**config.mk**
```make
export PLATFORM = sky130hd
export DESIGN_NAME = fft_addr_ctrl
export DESIGN_NICKNAME = d
export VERILOG_FILES = /design/src/rtl/fft_pkg.sv /design/src/rtl/fft_addr_ctrl_shift_register.sv /design/src/rtl/fft_addr_ctrl.sv
export SDC_FILE = /design/constraint.sdc
export NUM_CORES = 1
export LEC_CHECK = 0
export CORE_MARGIN = 2
export CORE_UTILIZATION = 40
export CTS_BUF_LIST = sky130_fd_sc_hd__clkbuf_2 sky130_fd_sc_hd__clkbuf_4 sky130_fd_sc_hd__clkbuf_8
export DETAILED_ROUTE_END_ITERATION = 6
export SYNTH_ARGS = -nofsm -noshare
export SYNTH_HDL_FRONTEND = slang
export SYNTH_SLANG_ARGS = --single-unit
```
**constraint.sdc**
```tcl
create_clock -name clk -period 5.2 [get_ports clk]
set_input_delay 1.04 -clock clk [delete_from_list [all_inputs] [get_ports clk]]
set_output_delay 1.04 -clock clk [all_outputs]
set_load 0.01 [all_outputs]
```
**src/rtl/fft_pkg.sv**
```systemverilog
// Shared definitions for the radix-2 DIF FFT address controller: defaults,
// state encoding and the bit-reverse helper.
package fft_pkg;

  localparam int N_DEF    = 16;
  localparam int SIZE_DEF = 4;

  typedef enum logic [2:0] {
    ST_IDLE,
    ST_LOAD,
    ST_COMP,
    ST_DRAIN,
    ST_OUT
  } state_t;

  // Reverses the low 'width' bits of val; bits above width come back as 0.
  function automatic logic [31:0] bitrev(input logic [31:0] val, input int width);
    logic [31:0] r;
    logic [31:0] v;
    r = '0;
    v = val;
    for (int i = 0; i < 32; i++) begin
      if (i < width) begin
        r = {r[30:0], v[0]};
        v = v >> 1;
      end
    end
    return r;
  endfunction

endpackage

```
**src/rtl/fft_addr_ctrl_shift_register.sv**
```systemverilog
// Fixed-latency delay line with async clear; turns the read strobe/pointer
// into the matching butterfly write-back strobe/pointer.
module shift_register #(
  parameter int WIDTH = 5,
  parameter int DEPTH = 5
) (
  input  logic             clk,
  input  logic             rst_n,
  input  logic [WIDTH-1:0] d,
  output logic [WIDTH-1:0] q
);

  logic [WIDTH-1:0] taps [DEPTH];

  always_ff @(posedge clk or negedge rst_n) begin
    if (!rst_n) begin
      for (int i = 0; i < DEPTH; i++) taps[i] <= '0;
    end else begin
      taps[0] <= d;
      for (int i = 1; i < DEPTH; i++) taps[i] <= taps[i-1];
    end
  end

  assign q = taps[DEPTH-1];

endmodule

```
**src/rtl/fft_addr_ctrl.sv**
```systemverilog
// Sequencer for the in-place radix-2 DIF FFT RAM: sample load, SIZE butterfly
// passes with write-back alignment, and bit-reversed result readout.
module fft_addr_ctrl
  import fft_pkg::*;
#(
  parameter int N          = N_DEF,
  parameter int SIZE       = SIZE_DEF,
  parameter int PIPE_LAT   = 5,
  parameter int IN_BITREV  = 0,
  parameter int OUT_BITREV = 1
) (
  input  logic            clk,
  input  logic            rst_n,
  input  logic            in_valid,
  output logic            in_ready,
  output logic            load_data,
  output logic [SIZE-1:0] load_adr,
  output logic            en_rd,
  output logic [SIZE-1:0] rd_ptr,
  output logic            en_wr,
  output logic [SIZE-1:0] wr_ptr,
  output logic [SIZE-2:0] tw_idx,
  output logic [SIZE-1:0] stage,
  output logic            out_valid,
  output logic            busy,
  output logic            done
);

  // state | meaning
  // IDLE  | waiting for the first sample of a frame
  // LOAD  | writing samples into RAM, load_cnt = samples accepted so far
  // COMP  | one butterfly pass: N reads, rd_cnt = 0..N-1
  // DRAIN | PIPE_LAT cycles for outstanding write-backs to land
  // OUT   | streaming results out, out_cnt = 0..N-1

  localparam logic [SIZE-1:0] CNT_MAX    = SIZE'(N - 1);
  localparam logic [SIZE-1:0] STAGE_MAX  = SIZE'(SIZE - 1);
  localparam logic [7:0]      DRAIN_INIT = 8'(PIPE_LAT - 1);

  state_t          state, state_nxt;
  logic [SIZE-1:0] load_cnt, load_cnt_nxt;
  logic [SIZE-1:0] rd_cnt, rd_cnt_nxt;
  logic [SIZE-1:0] out_cnt, out_cnt_nxt;
  logic [SIZE-1:0] stage_nxt;
  logic [7:0]      drain_cnt, drain_cnt_nxt;

  logic            en_rd_nxt, out_valid_nxt, done_nxt;
  logic [SIZE-1:0] rd_ptr_nxt;
  logic [SIZE-2:0] tw_idx_nxt;
  logic [31:0]     stg, rdc, span, pair, low, top;
  logic [SIZE:0]   sr_in, sr_out;

  assign in_ready  = (state == ST_IDLE) || (state == ST_LOAD);
  assign load_data = in_valid & in_ready;
  assign load_adr  = (IN_BITREV != 0) ? SIZE'(bitrev(32'(load_cnt), SIZE)) : load_cnt;
  assign busy      = (state != ST_IDLE);

  always_comb begin
    state_nxt     = state;
    load_cnt_nxt  = load_cnt;
    rd_cnt_nxt    = rd_cnt;
    out_cnt_nxt   = out_cnt;
    stage_nxt     = stage;
    drain_cnt_nxt = drain_cnt;
    case (state)
      ST_IDLE, ST_LOAD: begin
        if (load_data) begin
          load_cnt_nxt = load_cnt + 1'b1;
          if (load_cnt == CNT_MAX) begin
            state_nxt  = ST_COMP;
            stage_nxt  = '0;
            rd_cnt_nxt = '0;
          end else begin
            state_nxt = ST_LOAD;
          end
        end
      end
      ST_COMP: begin
        rd_cnt_nxt = rd_cnt + 1'b1;
        if (rd_cnt == CNT_MAX) begin
          state_nxt     = ST_DRAIN;
          drain_cnt_nxt = DRAIN_INIT;
        end
      end
      ST_DRAIN: begin
        if (drain_cnt == 8'd0) begin
          if (stage == STAGE_MAX) begin
            state_nxt   = ST_OUT;
            out_cnt_nxt = '0;
          end else begin
            state_nxt  = ST_COMP;
            stage_nxt  = stage + 1'b1;
            rd_cnt_nxt = '0;
          end
        end else begin
          drain_cnt_nxt = drain_cnt - 8'd1;
        end
      end
      ST_OUT: begin
        out_cnt_nxt = out_cnt + 1'b1;
        if (out_cnt == CNT_MAX) begin
          state_nxt = ST_IDLE;
          stage_nxt = '0;
        end
      end
      default: state_nxt = ST_IDLE;
    endcase
  end

  // Outputs are computed from next-cycle state/counters so the registered
  // pointers line up with the counters in the same cycle.
  always_comb begin
    stg  = 32'(stage_nxt);
    rdc  = 32'(rd_cnt_nxt);
    span = 32'(N) >> (stg + 32'd1);
    pair = rdc >> 1;
    low  = pair & (span - 32'd1);
    top  = ((pair >> (32'(SIZE - 1) - stg)) << (32'(SIZE) - stg)) | low;

    en_rd_nxt     = (state_nxt == ST_COMP);
    out_valid_nxt = (state_nxt == ST_OUT);
    done_nxt      = (state_nxt == ST_OUT) && (out_cnt_nxt == CNT_MAX);
    rd_ptr_nxt    = '0;
    tw_idx_nxt    = '0;
    if (state_nxt == ST_COMP) begin
      rd_ptr_nxt = SIZE'(top + (rdc[0] ? span : 32'd0));
      tw_idx_nxt = (SIZE-1)'(low << stg);
    end else if (state_nxt == ST_OUT) begin
      rd_ptr_nxt = (OUT_BITREV != 0) ? SIZE'(bitrev(32'(out_cnt_nxt), SIZE)) : out_cnt_nxt;
    end
  end

  always_ff @(posedge clk or negedge rst_n) begin
    if (!rst_n) begin
      state     <= ST_IDLE;
      load_cnt  <= '0;
      rd_cnt    <= '0;
      out_cnt   <= '0;
      stage     <= '0;
      drain_cnt <= '0;
      en_rd     <= 1'b0;
      rd_ptr    <= '0;
      tw_idx    <= '0;
      out_valid <= 1'b0;
      done      <= 1'b0;
    end else begin
      state     <= state_nxt;
      load_cnt  <= load_cnt_nxt;
      rd_cnt    <= rd_cnt_nxt;
      out_cnt   <= out_cnt_nxt;
      stage     <= stage_nxt;
      drain_cnt <= drain_cnt_nxt;
      en_rd     <= en_rd_nxt;
      rd_ptr    <= rd_ptr_nxt;
      tw_idx    <= tw_idx_nxt;
      out_valid <= out_valid_nxt;
      done      <= done_nxt;
    end
  end

  // Output-phase addresses never reach the write-back path.
  assign sr_in = {en_rd, en_rd ? rd_ptr : {SIZE{1'b0}}};

  shift_register #(
    .WIDTH(SIZE + 1),
    .DEPTH(PIPE_LAT)
  ) u_wb_delay (
    .clk  (clk),
    .rst_n(rst_n),
    .d    (sr_in),
    .q    (sr_out)
  );

  assign en_wr  = sr_out[SIZE];
  assign wr_ptr = sr_out[SIZE-1:0];

endmodule

```
**Word-level counts from Yosys, hierarchy flattened**

Cells that the tools add are included.

- ROM bits: 0
- Memories: 0
- Register bits: 62
- Latch bits: 0
- Logic and storage cells: 84
- Output and inout port bits: 26
- RAM bits: 0

- Shifts and indexed selects: 4
- Muxes and demuxes: 29
- Add/subtract/negate cells: 10
- Divide/modulo/power cells: 0
- Multiply operators: 0
- Equal/unequal tests: 13
- $lt $le $gt $ge: 0
- Reduce and logical (&&, ||, !) cells: 9
- Bitwise gates (word level): 3

Operator list:

| kind | number |
|---|---|
| $mux 4 | 15 |
| $and 3x32->32 | 1 |
| $shl 32x32->4 | 1 |
| $shl 32x4->3 | 1 |
| $shr 3x32->32 | 1 |
| $shr 5x5->32 const A | 1 |
| $sub 32x1->32 const B | 1 |
| $pmux 4 s3 | 2 |
| $mux 3 | 6 |
| $add 4x1->4 const B | 4 |
| $eq 4x4->1 const B | 4 |
| $mux 8 | 2 |
| $pmux 8 s2 | 1 |
| $pmux 3 s4 | 1 |
| $eq 3x2->1 const B | 3 |
| $logic_not 8->1 | 1 |
| $pmux 4 s2 | 1 |
| $sub 8x1->8 const B | 1 |
| $eq 3x3->1 const B | 2 |
| $add 4x1->5 const B | 1 |
| $sub 2x4->5 const A | 1 |
| $sub 3x4->5 const A | 1 |
| $add 4x4->4 | 1 |
| $eq 4x2->1 const B | 1 |
| 13 further kinds | 14 |

**Logic depth before layout (Yosys ltp)**

Gate-level depths: netlist (run 1).

- Word-level depth: 12
- Mapped depth: 19

**Cells and area by module**

Synthesis (run 1) repeated with hierarchy kept, for this count alone.

- Cells, all modules: 270
- Area total of the unflattened synthesis: 2967.8 µm²

By module, submodules not included:

| module | area an instance (µm²) | instances | cells each | seq. area each (µm²) |
|---|---|---|---|---|
| fft_addr_ctrl | 2304.7 | 1 | 240 | 925.9 |
| shift_register | 663.1 | 1 | 30 | 625.6 |

**Worst setup path before layout (run 1)**

No wires, ideal clock.

- Path kind: input to register
- From: input in_valid
- To: register rd_ptr[3]
- Arrival: 4.278 ns
- Setup time: 0.131 ns
- Stages: 14
- Slack: 0.791 ns
- Path through: nand4_1 a221o_1 a211oi_4 nand4_1 or2_2 ha_1 nand2b_1 o31ai_1 ha_1 a21o_1 a21oi_1 xor2_1 a32o_1 or3_1

- Longest elaborated chain between the ends: 10
- Elaborated cells between the ends (all ways): 22
- Classes of those cells: 5 x add/sub; 2 x eq/ne; 3 x shift; 9 x mux; 3 x bitwise

RTL lines:

| element | RTL line | source |
|---|---|---|
| start, declared | fft_addr_ctrl.sv:14 | `input logic in_valid,` |
| $and 1x1->1 (*) | fft_addr_ctrl.sv:54 | `assign load_data = in_valid & in_ready;` |
| $mux 4 | fft_addr_ctrl.sv:67 | `if (load_data) begin` |
| $pmux 4 s3 | fft_addr_ctrl.sv:65 | `case (state)` |
| $add 4x1->5 | fft_addr_ctrl.sv:115 | `span = 32'(N) >> (stg + 32'd1);` |
| $shr 5x5->32 | fft_addr_ctrl.sv:115 |  |
| $sub 32x1->32 | fft_addr_ctrl.sv:117 | `low = pair & (span - 32'd1);` |
| $and 3x32->32 | fft_addr_ctrl.sv:117 |  |
| $or 4x4->4 | fft_addr_ctrl.sv:118 | `top = ((pair >> (32'(SIZE - 1) - stg)) << (32'(SIZE) - stg)) \| low;` |
| $add 4x4->4 | fft_addr_ctrl.sv:126 | `rd_ptr_nxt = SIZE'(top + (rdc[0] ? span : 32'd0));` |
| $mux 4 (*) | fft_addr_ctrl.sv:125 | `if (state_nxt == ST_COMP) begin` |
| named net rd_ptr_nxt[3] | fft_addr_ctrl.sv:48 | `logic [SIZE-1:0] rd_ptr_nxt;` |
| end signal, assigned | fft_addr_ctrl.sv:154 | `rd_ptr <= rd_ptr_nxt;` |
| end, declared | fft_addr_ctrl.sv:19 | `output logic [SIZE-1:0] rd_ptr,` |

The timed path passes the listed nets; every way through them passes the cells marked *.
A chain may end at the register's enable or synchronous reset.

**Worst setup path after layout (run 1)**

Same ends and word-level chain as after synthesis.

==> flow_summary.yaml, run 1 <==
timing:
  tns_ns: 0
  fmax_ghz: 0.213
  finClkSkew_ns: 0.00914
  final.period_utilization: 0.905
  timing.final.crit_period_ns: 4.71
  timing.slew.headroom: 0.478
  hold_violations: 0
  setup_repair_after_global_routing_missed_its_margin: "no"
  worst-slew-pin-transition_ns: 0.778
  drv_slew: 0
  setup_viol_count_final: 0
  final_critical_path_setup_slack_ns: 0.495
logic_synthesis:
  post_synth_fa_ha_maj_area_fraction: 0.0542
  synth_most_common_cell: "sky130_fd_sc_hd__dfrtp_1"
  synth_ff_type: "sky130_fd_sc_hd__dfrtp_1"
  syn-instance-count: 269
  synth_top_area_frac: 0.534
  fraction_of_registers_with_async_set_reset: 1.00
  synth_enable_flop_cells: 0
  synth_top_cells_by_area: "sky130_fd_sc_hd__dfrtp_1 (53%), sky130_fd_sc_hd__ha_1 (4.7%), sky130_fd_sc_hd__nand2_1 (3.1%), sky130_fd_sc_hd__nor2_1 (2.8%), sky130_fd_sc_hd__xor2_1 (2.7%)"
  synth_simple_gate_area_frac: 0.208
  synth.avg_cell_area_um2: 10.8
  yosys.area.top_type: "sky130_fd_sc_hd__dfrtp_1"
  synth_nets: 284
  post_synth_most_frequent_cells: "sky130_fd_sc_hd__dfrtp_1 (62), sky130_fd_sc_hd__nand2_1 (24), sky130_fd_sc_hd__nor2_1 (22)"
  post_synth_num_cell_types: 60
  synth.area.mux_share: 0.00387
  synthXorXnorAreaFrac: 0.0452
  postSynthRegisterBits: 62
  ys_seq_area_frac: 0.534
  yosys_warnings: 0
  synth_compound_gate_area_share: 0.121
  syn_area_um2: 2910
  synth_top_family_by_area: "simple AND/OR/NAND/NOR gates"
global_route:
  globalRouteMet3Util: 0.0369
  globalRoute.busiestLayer: "met2"
  groute.layer.met1.usage: 0.223
  vias_in_the_first_global_route: 2061
  use_met2: 0.240
  first_pass_grt_wire_length_mm: 9.77
  antenna_found_initial: 0
  grt_max_degree: 63
  grt_util_all_layers: 0.162
  grt_overflow: 0
floorplan:
  num_io_pins: 29
  die_y_um: 89.2
  rows: 31
  die_area_um2: 7960
  coreArea_um2: 7140
  fp.dieW_um: 89.2
  initial_utilization: 0.407
clocking:
  tritoncts_num_sinks: 62
  clock_tree.buffer_depth: 2
  number_of_h_tree_levels: 3
  cts-buffers-inserted: 9
  cts-hold-fix-buffers: 0
  post_cts.resized_instances: 0
  clock-root-buffer: "sky130_fd_sc_hd__clkbuf_8"
  tritoncts: "yes"
  postCtsSetupRepairBufs: 0
  clk_transition_reported_paths_ns: 0.07
  worstSkewPairLatency_ns: 0.33
route:
  drc: 0
  average_via_count_per_standard_cell: 5.17
  post_drt_wl_per_cell_um: 14.4
  detailedRoute.firstIterationViolations: 172
  drt.antenna.violating_nets: 0
  drtPass1Iterations: 4
  finalWirelength_mm: 5.84
  vias: 2093
pwr:
  powerDensity_nw_per_um2: 261
  vdd_ir_drop_max_v: 0.000105
  total_leakage_power_nw: 1.62
  final_total_power_uw: 906
layout:
  utilization: 0.486
  drive_gt1_frac: 0.111
  final.fill_count: 698
  final_nets: 316
  syn2layout_area_growth_pct: 19.4
  antenna_cells: 0
worst_setup_path:
  cp.arrival_ns: 4.91
  crit_path_end_kind: "flip-flop"
  critPathLaunchType: "primary input"
  cp_max_fo: 9
  timing.setup.critical_path_class: "primary input to flip-flop"
  worst-endpoint-required_ns: 5.40
placed_design:
  pre_cts_ws_ns: 0.161
  buffer_ports.inserted: 28
  gp_congestion: 0.827
  post-dp-hpwl_mm: 4.14
outcome:
  outcome: "completed"
flow_run:
  cap_viol_max_count: 0
worst_hold_path:
  hold_class: "flip-flop to flip-flop"
-- metrics by stage --
step	std cells	hold WS, ns	area, um2
floorplan	269	0.331	2910
detailed placement	389	0.335	3280
global placement	389	0.332	3280
global route	405	0.354	3470
finish	405	0.338	3470
CTS	405	0.344	3470
-- power by group --
part	internal [mW]	total, mW	switching [mW]
sequential	0.482	0.482	0
clock	0.226	0.413	0.187
combinational	0.00143	0.0106	0.00916
-- placed cells by master, fill, tap and decap left out, types with 2 or more instances in the layout --
master                            instances
sky130_fd_sc_hd__a31oi_1                  4
sky130_fd_sc_hd__a211o_1                  2
sky130_fd_sc_hd__nand4b_1                 2
sky130_fd_sc_hd__or3_1                    3
sky130_fd_sc_hd__clkdlybuf4s50_1         27
sky130_fd_sc_hd__or2_2                    2
sky130_fd_sc_hd__o22ai_1                  2
sky130_fd_sc_hd__ha_1                    11
sky130_fd_sc_hd__and4b_1                  2
sky130_fd_sc_hd__a21o_1                   3
sky130_fd_sc_hd__nor2_1                  22
sky130_fd_sc_hd__xnor2_1                  6
sky130_fd_sc_hd__inv_1                    8
sky130_fd_sc_hd__buf_4                    4
sky130_fd_sc_hd__nor4_1                   4
sky130_fd_sc_hd__nor4b_1                  2
sky130_fd_sc_hd__a21oi_1                  7
sky130_fd_sc_hd__nand2_1                 24
sky130_fd_sc_hd__and2_1                   6
sky130_fd_sc_hd__and3_1                   2
sky130_fd_sc_hd__clkinv_2                 4
sky130_fd_sc_hd__o31ai_1                  4
sky130_fd_sc_hd__a22o_1                   2
sky130_fd_sc_hd__nand2b_1                 5
sky130_fd_sc_hd__dfrtp_1                 62
sky130_fd_sc_hd__clkinv_4                 2
sky130_fd_sc_hd__a211oi_1                 2
sky130_fd_sc_hd__nand4_1                  7
sky130_fd_sc_hd__o211a_1                  2
sky130_fd_sc_hd__or3b_2                   2
sky130_fd_sc_hd__o21ai_0                  9
sky130_fd_sc_hd__nor3_1                   7
sky130_fd_sc_hd__nor3b_1                  3
sky130_fd_sc_hd__nand3_1                  6
sky130_fd_sc_hd__clkbuf_8                 9
sky130_fd_sc_hd__xor2_1                   9
-- sequential cells by signal (all words and copies together), names as in the netlist, 4 cells and up --
register and cells:
rd_ptr 4, u_wb_delay.q 5, stage 4, u_wb_delay.taps 20
load_adr 4, drain_cnt 8, out_cnt 4, rd_cnt 4
-- final timing paths --
kind	from	to	slack, ns	cells past startpoint
max	in_valid	rd_ptr[3]	0.49	16
min	u_wb_delay.taps[14]	u_wb_delay.taps[9]	0.34	0
max reg2reg	drain_cnt[0]	rd_ptr[3]	0.79	18
min reg2reg	u_wb_delay.taps[14]	u_wb_delay.taps[9]	0.34	0
max in group asynchronous	rst_n	done	3.83	2
min in group asynchronous	rst_n	drain_cnt[2]	0.86	2
-- kinds of logic after synthesis --
group / count (synthesis)
AOI/OAI and AO/OA: 49
buffers and inverters: 21
adders and majority gates: 12
xor gates and xnor gates: 15
muxes: 1
DFF: 62
and+or+nand+nor: 109
-- metal layers --
layer	wire length (um)	share of wire
met3	295	0.050
met5	0	0
met4	110	0.019
met2	2580	0.44
met1	2850	0.49
-- cell type report --
class,instances,area (um2),area share
clock buffer,10,131,0.0379
clock inverter,6,62.6,0.0180
tap,99,124,0.0357
timing repair buffer,32,305,0.0880
inverter,10,38.8,0.0112
sequential,62,1550,0.447
multi-input combinational,186,1260,0.362
-- worst max-delay path, cell delays in order --
cell                              delay, ns
sky130_fd_sc_hd__clkdlybuf4s50_1       0.50
sky130_fd_sc_hd__nand4_1               0.12
sky130_fd_sc_hd__a221o_1               0.47
sky130_fd_sc_hd__a211o_1               0.45
sky130_fd_sc_hd__clkinv_2              0.15
sky130_fd_sc_hd__ha_1                  0.19
sky130_fd_sc_hd__xnor2_1               0.09
sky130_fd_sc_hd__nor2_1                0.13
sky130_fd_sc_hd__nand2_1               0.07
sky130_fd_sc_hd__o31ai_1               0.38
sky130_fd_sc_hd__ha_1                  0.31
sky130_fd_sc_hd__a21o_1                0.15
sky130_fd_sc_hd__a21oi_1               0.17
sky130_fd_sc_hd__xor2_1                0.12
sky130_fd_sc_hd__a32o_1                0.26
sky130_fd_sc_hd__or3_1                 0.31
(Power assumes the default switching activity.)
==> run 2: changes to the inputs <==
--- a/config.mk
+++ b/config.mk
@@ -11,4 +11,5 @@
 export DETAILED_ROUTE_END_ITERATION = 6
 export SYNTH_ARGS = -nofsm -noshare
 export SYNTH_HDL_FRONTEND = slang
+export SYNTH_HIERARCHICAL = 1
 export SYNTH_SLANG_ARGS = --single-unit
==> run 2 against run 1 <==
Compared with the run above: sequential power up 30%; hold slack better by 0.0049 ns; combinational power rose to 58 times the previous value; design area up 1.3%; final cell count down 0.49%; non-clock buffer count up 1; flip-flop and latch count unchanged; routed wire length down 3.8%; largest cell class unchanged; critical endpoint unchanged; via count down 0.91%.
==> flow_summary.yaml, run 2 <==
clocking:
  clock-root-buffer: "sky130_fd_sc_hd__clkbuf_8"
  tritoncts: "yes"
  clk_transition_reported_paths_ns: 0.07
  cts-buffers-inserted: 9
  cts-hold-fix-buffers: 0
  clock_tree.buffer_depth: 2
  number_of_h_tree_levels: 3
  postCtsSetupRepairBufs: 0
  worstSkewPairLatency_ns: 0.34
  tritoncts_num_sinks: 62
  post_cts.resized_instances: 0
worst_setup_path:
  cpMaxStageDelayCell: "sky130_fd_sc_hd__a221o_1"
  worst-endpoint-required_ns: 5.43
  crit_path_end_kind: "flip-flop"
  cp_max_fo: 6
  cp_num_cells: 14
  reg2reg_setup_slack_ns: 0.90
  ff2ff_path_depth: 17
  crit_path_max_incr_delay_ns: 0.50
  cp.arrival_ns: 4.92
  rr_endpoint: "rd_ptr[3]"
  critPathLaunchType: "primary input"
  critical_path.top_delay_family: "compound AO/OA/AOI/OAI gates"
  r2r_start: "drain_cnt[0]"
  cp_num_buf_inv: 1
  timing.setup.critical_path_class: "primary input to flip-flop"
  timing.critical_path.cells: "clkdlybuf4s50_1 -> nand4_1 -> a221o_1 -> a211oi_4 -> nand4_1 -> ha_1 -> nand2b_1 -> o21ai_0 -> ha_1 -> a21o_1 -> a21oi_1 -> xnor2_1 -> or3_1 -> a32o_1"
logic_synthesis:
  synth_top_family_by_area: "simple AND/OR/NAND/NOR gates"
  fraction_of_registers_with_async_set_reset: 1.00
  yosys.area.top_type: "sky130_fd_sc_hd__dfrtp_1"
  synth_enable_flop_cells: 0
  synth_simple_gate_area_frac: 0.197
  synth_compound_gate_area_share: 0.133
  synth_top_cells_by_area: "sky130_fd_sc_hd__dfrtp_1 (52%), sky130_fd_sc_hd__ha_1 (4.6%), sky130_fd_sc_hd__nor2_1 (2.4%), sky130_fd_sc_hd__xor2_1 (2.4%), sky130_fd_sc_hd__nand2_1 (2.3%)"
  yosys_warnings: 6
  post_synth_fa_ha_maj_area_fraction: 0.0531
  synth_ff_type: "sky130_fd_sc_hd__dfrtp_1"
  post_synth_num_cell_types: 61
  synth_top_area_frac: 0.523
  syn_area_um2: 2970
  ys_seq_area_frac: 0.523
  synth.area.mux_share: 0.00379
  post_synth_most_frequent_cells: "sky130_fd_sc_hd__dfrtp_1 (62), sky130_fd_sc_hd__nor2_1 (19), sky130_fd_sc_hd__nand2_1 (18)"
  syn-instance-count: 270
  synth_nets: 285
  synthXorXnorAreaFrac: 0.0443
  postSynthRegisterBits: 62
  synth_most_common_cell: "sky130_fd_sc_hd__dfrtp_1"
  synth.avg_cell_area_um2: 11.0
timing:
  worst-slew-pin-transition_ns: 0.788
  drv_slew: 0
  setup_viol_count_final: 0
  final.period_utilization: 0.902
  setup_repair_after_global_routing_missed_its_margin: "no"
  tns_ns: 0
  timing.final.crit_period_ns: 4.69
  fmax_ghz: 0.213
  final_critical_path_setup_slack_ns: 0.512
  hold_violations: 0
  timing.slew.headroom: 0.470
  finClkSkew_ns: 0.00636
layout:
  most_common_cell_after_layout_fill_and_taps_aside: "sky130_fd_sc_hd__dfrtp_1"
  drive_gt1_frac: 0.102
  design_area_um2: 3510
  largest_register_ffs: 20
  multiInputGateArea_um2: 1280
  syn2layout_area_growth_pct: 18.4
  final_nets: 314
  seq_area_um2: 1550
  top_register: "u_wb_delay/taps"
  final.fill_count: 705
  most-common-layout-cells: "sky130_fd_sc_hd__dfrtp_1 (62), sky130_fd_sc_hd__clkdlybuf4s50_1 (27), sky130_fd_sc_hd__nor2_1 (19), sky130_fd_sc_hd__nand2_1 (18), sky130_fd_sc_hd__inv_1 (14)"
  antenna_cells: 0
  final-instance-count-excl-fill: 403
route:
  vias: 2074
  detailedRoute.firstIterationViolations: 119
  drt.antenna.violating_nets: 0
  drtPass1Iterations: 4
  finalWirelength_mm: 5.62
  drc: 0
  average_via_count_per_standard_cell: 5.15
  post_drt_wl_per_cell_um: 13.9
placed_design:
  inst_count_dp: 387
  pre_cts_ws_ns: 0.137
  buffer_ports.inserted: 28
  dpl-instance-area_um2: 3320
  post-dp-hpwl_mm: 4.06
  gp_congestion: 0.827
pwr:
  final_total_power_mw: 1.65
  vdd_ir_drop_max_v: 0.000164
  powerDensity_nw_per_um2: 469
  total_leakage_power_nw: 1.66
worst_hold_path:
  hold_end: "u_wb_delay/taps[11]"
  hold_path_startpoint: "u_wb_delay/taps[16]"
  timing.hold.worst_path_depth: 0
  hold_class: "flip-flop to flip-flop"
floorplan:
  die_area_um2: 8120
  num_io_pins: 29
  coreArea_um2: 7210
  die_y_um: 90.1
  initial_utilization: 0.411
  fp.dieW_um: 90.1
  rows: 31
global_route:
  grt_overflow: 0
  first_pass_grt_wire_length_mm: 9.72
  grt_max_degree: 63
  vias_in_the_first_global_route: 1955
  antenna_found_initial: 0
  grt_util_all_layers: 0.153
flow_run:
  cap_viol_max_count: 0
outcome:
  outcome: "completed"
[run 2: cell types whose count changed in the layout (fill, tap and decap cells not counted), sizes merged, moves of 2 or more]
cell	change
a21oi	-4
inv	+5
nand2	-5
nand4	+2
nor2	-4
o211ai	+3
o21ai	+4
o31ai	-3
or2	-2
[run 2: report_power, final]
part           internal (mW)  switching (mW)
Sequential             0.550          0.0763
Combinational          0.276           0.338
Clock                  0.225           0.183
Total                   1.05           0.597
[run 2: through the flow]
stage / utilization / hold WS (ns)
3_3_place_gp: 0.460 / 0.332
4_1_cts: 0.487 / 0.343
6_report: 0.487 / 0.343
5_1_grt: 0.487 / 0.354
3_5_place_dp: 0.460 / 0.336
2_1_floorplan: - / 0.331
[run 2: cells by family after synthesis]
family,after synthesis
and+or+nand+nor,101
AOI/OAI and AO/OA,50
adders and majority gates,12
muxes,1
DFF,62
xor gates and xnor gates,15
buffers and inverters,29
[run 2: worst max path at each step]
stage | from | endpoint | slack (ns)
2_1_floorplan | in_valid | rd_ptr[3] | 0.89
3_3_place_gp | in_valid | rd_ptr[3] | 0.27
3_5_place_dp | in_valid | rd_ptr[3] | 0.14
4_1_cts | in_valid | rd_ptr[3] | 0.51
5_1_grt | in_valid | rd_ptr[3] | 0.21
6_report | in_valid | rd_ptr[3] | 0.51
[run 2: routing by layer]
| layer | wire (um) | vias up | global-route usage |
|---|---|---|---|
| met5 | 0 | - | 0 |
| met4 | 49 | 0 | 0.0538 |
| met3 | 221 | 4 | 0.0503 |
| met2 | 2530 | 35 | 0.217 |
| met1 | 2820 | 1008 | 0.219 |
| li1 | - | 1027 | - |
[run 2: layout make-up]
cell class	count	area share
clock buffers	10	0.0374
clock inverters	6	0.0178
inverters	14	0.0150
multi-input cells	179	0.364
flip-flops and latches	62	0.441
well taps	99	0.0352
repair buffers	33	0.0890
==> run 3: changes to the inputs <==
--- a/config.mk
+++ b/config.mk
@@ -13,3 +13,4 @@
 export SYNTH_HDL_FRONTEND = slang
 export SYNTH_HIERARCHICAL = 1
 export SYNTH_SLANG_ARGS = --single-unit
+export TNS_END_PERCENT = 50
==> results of run 3 <==
Same layout as run 2: the final DEF is identical, and so are final timing and power.
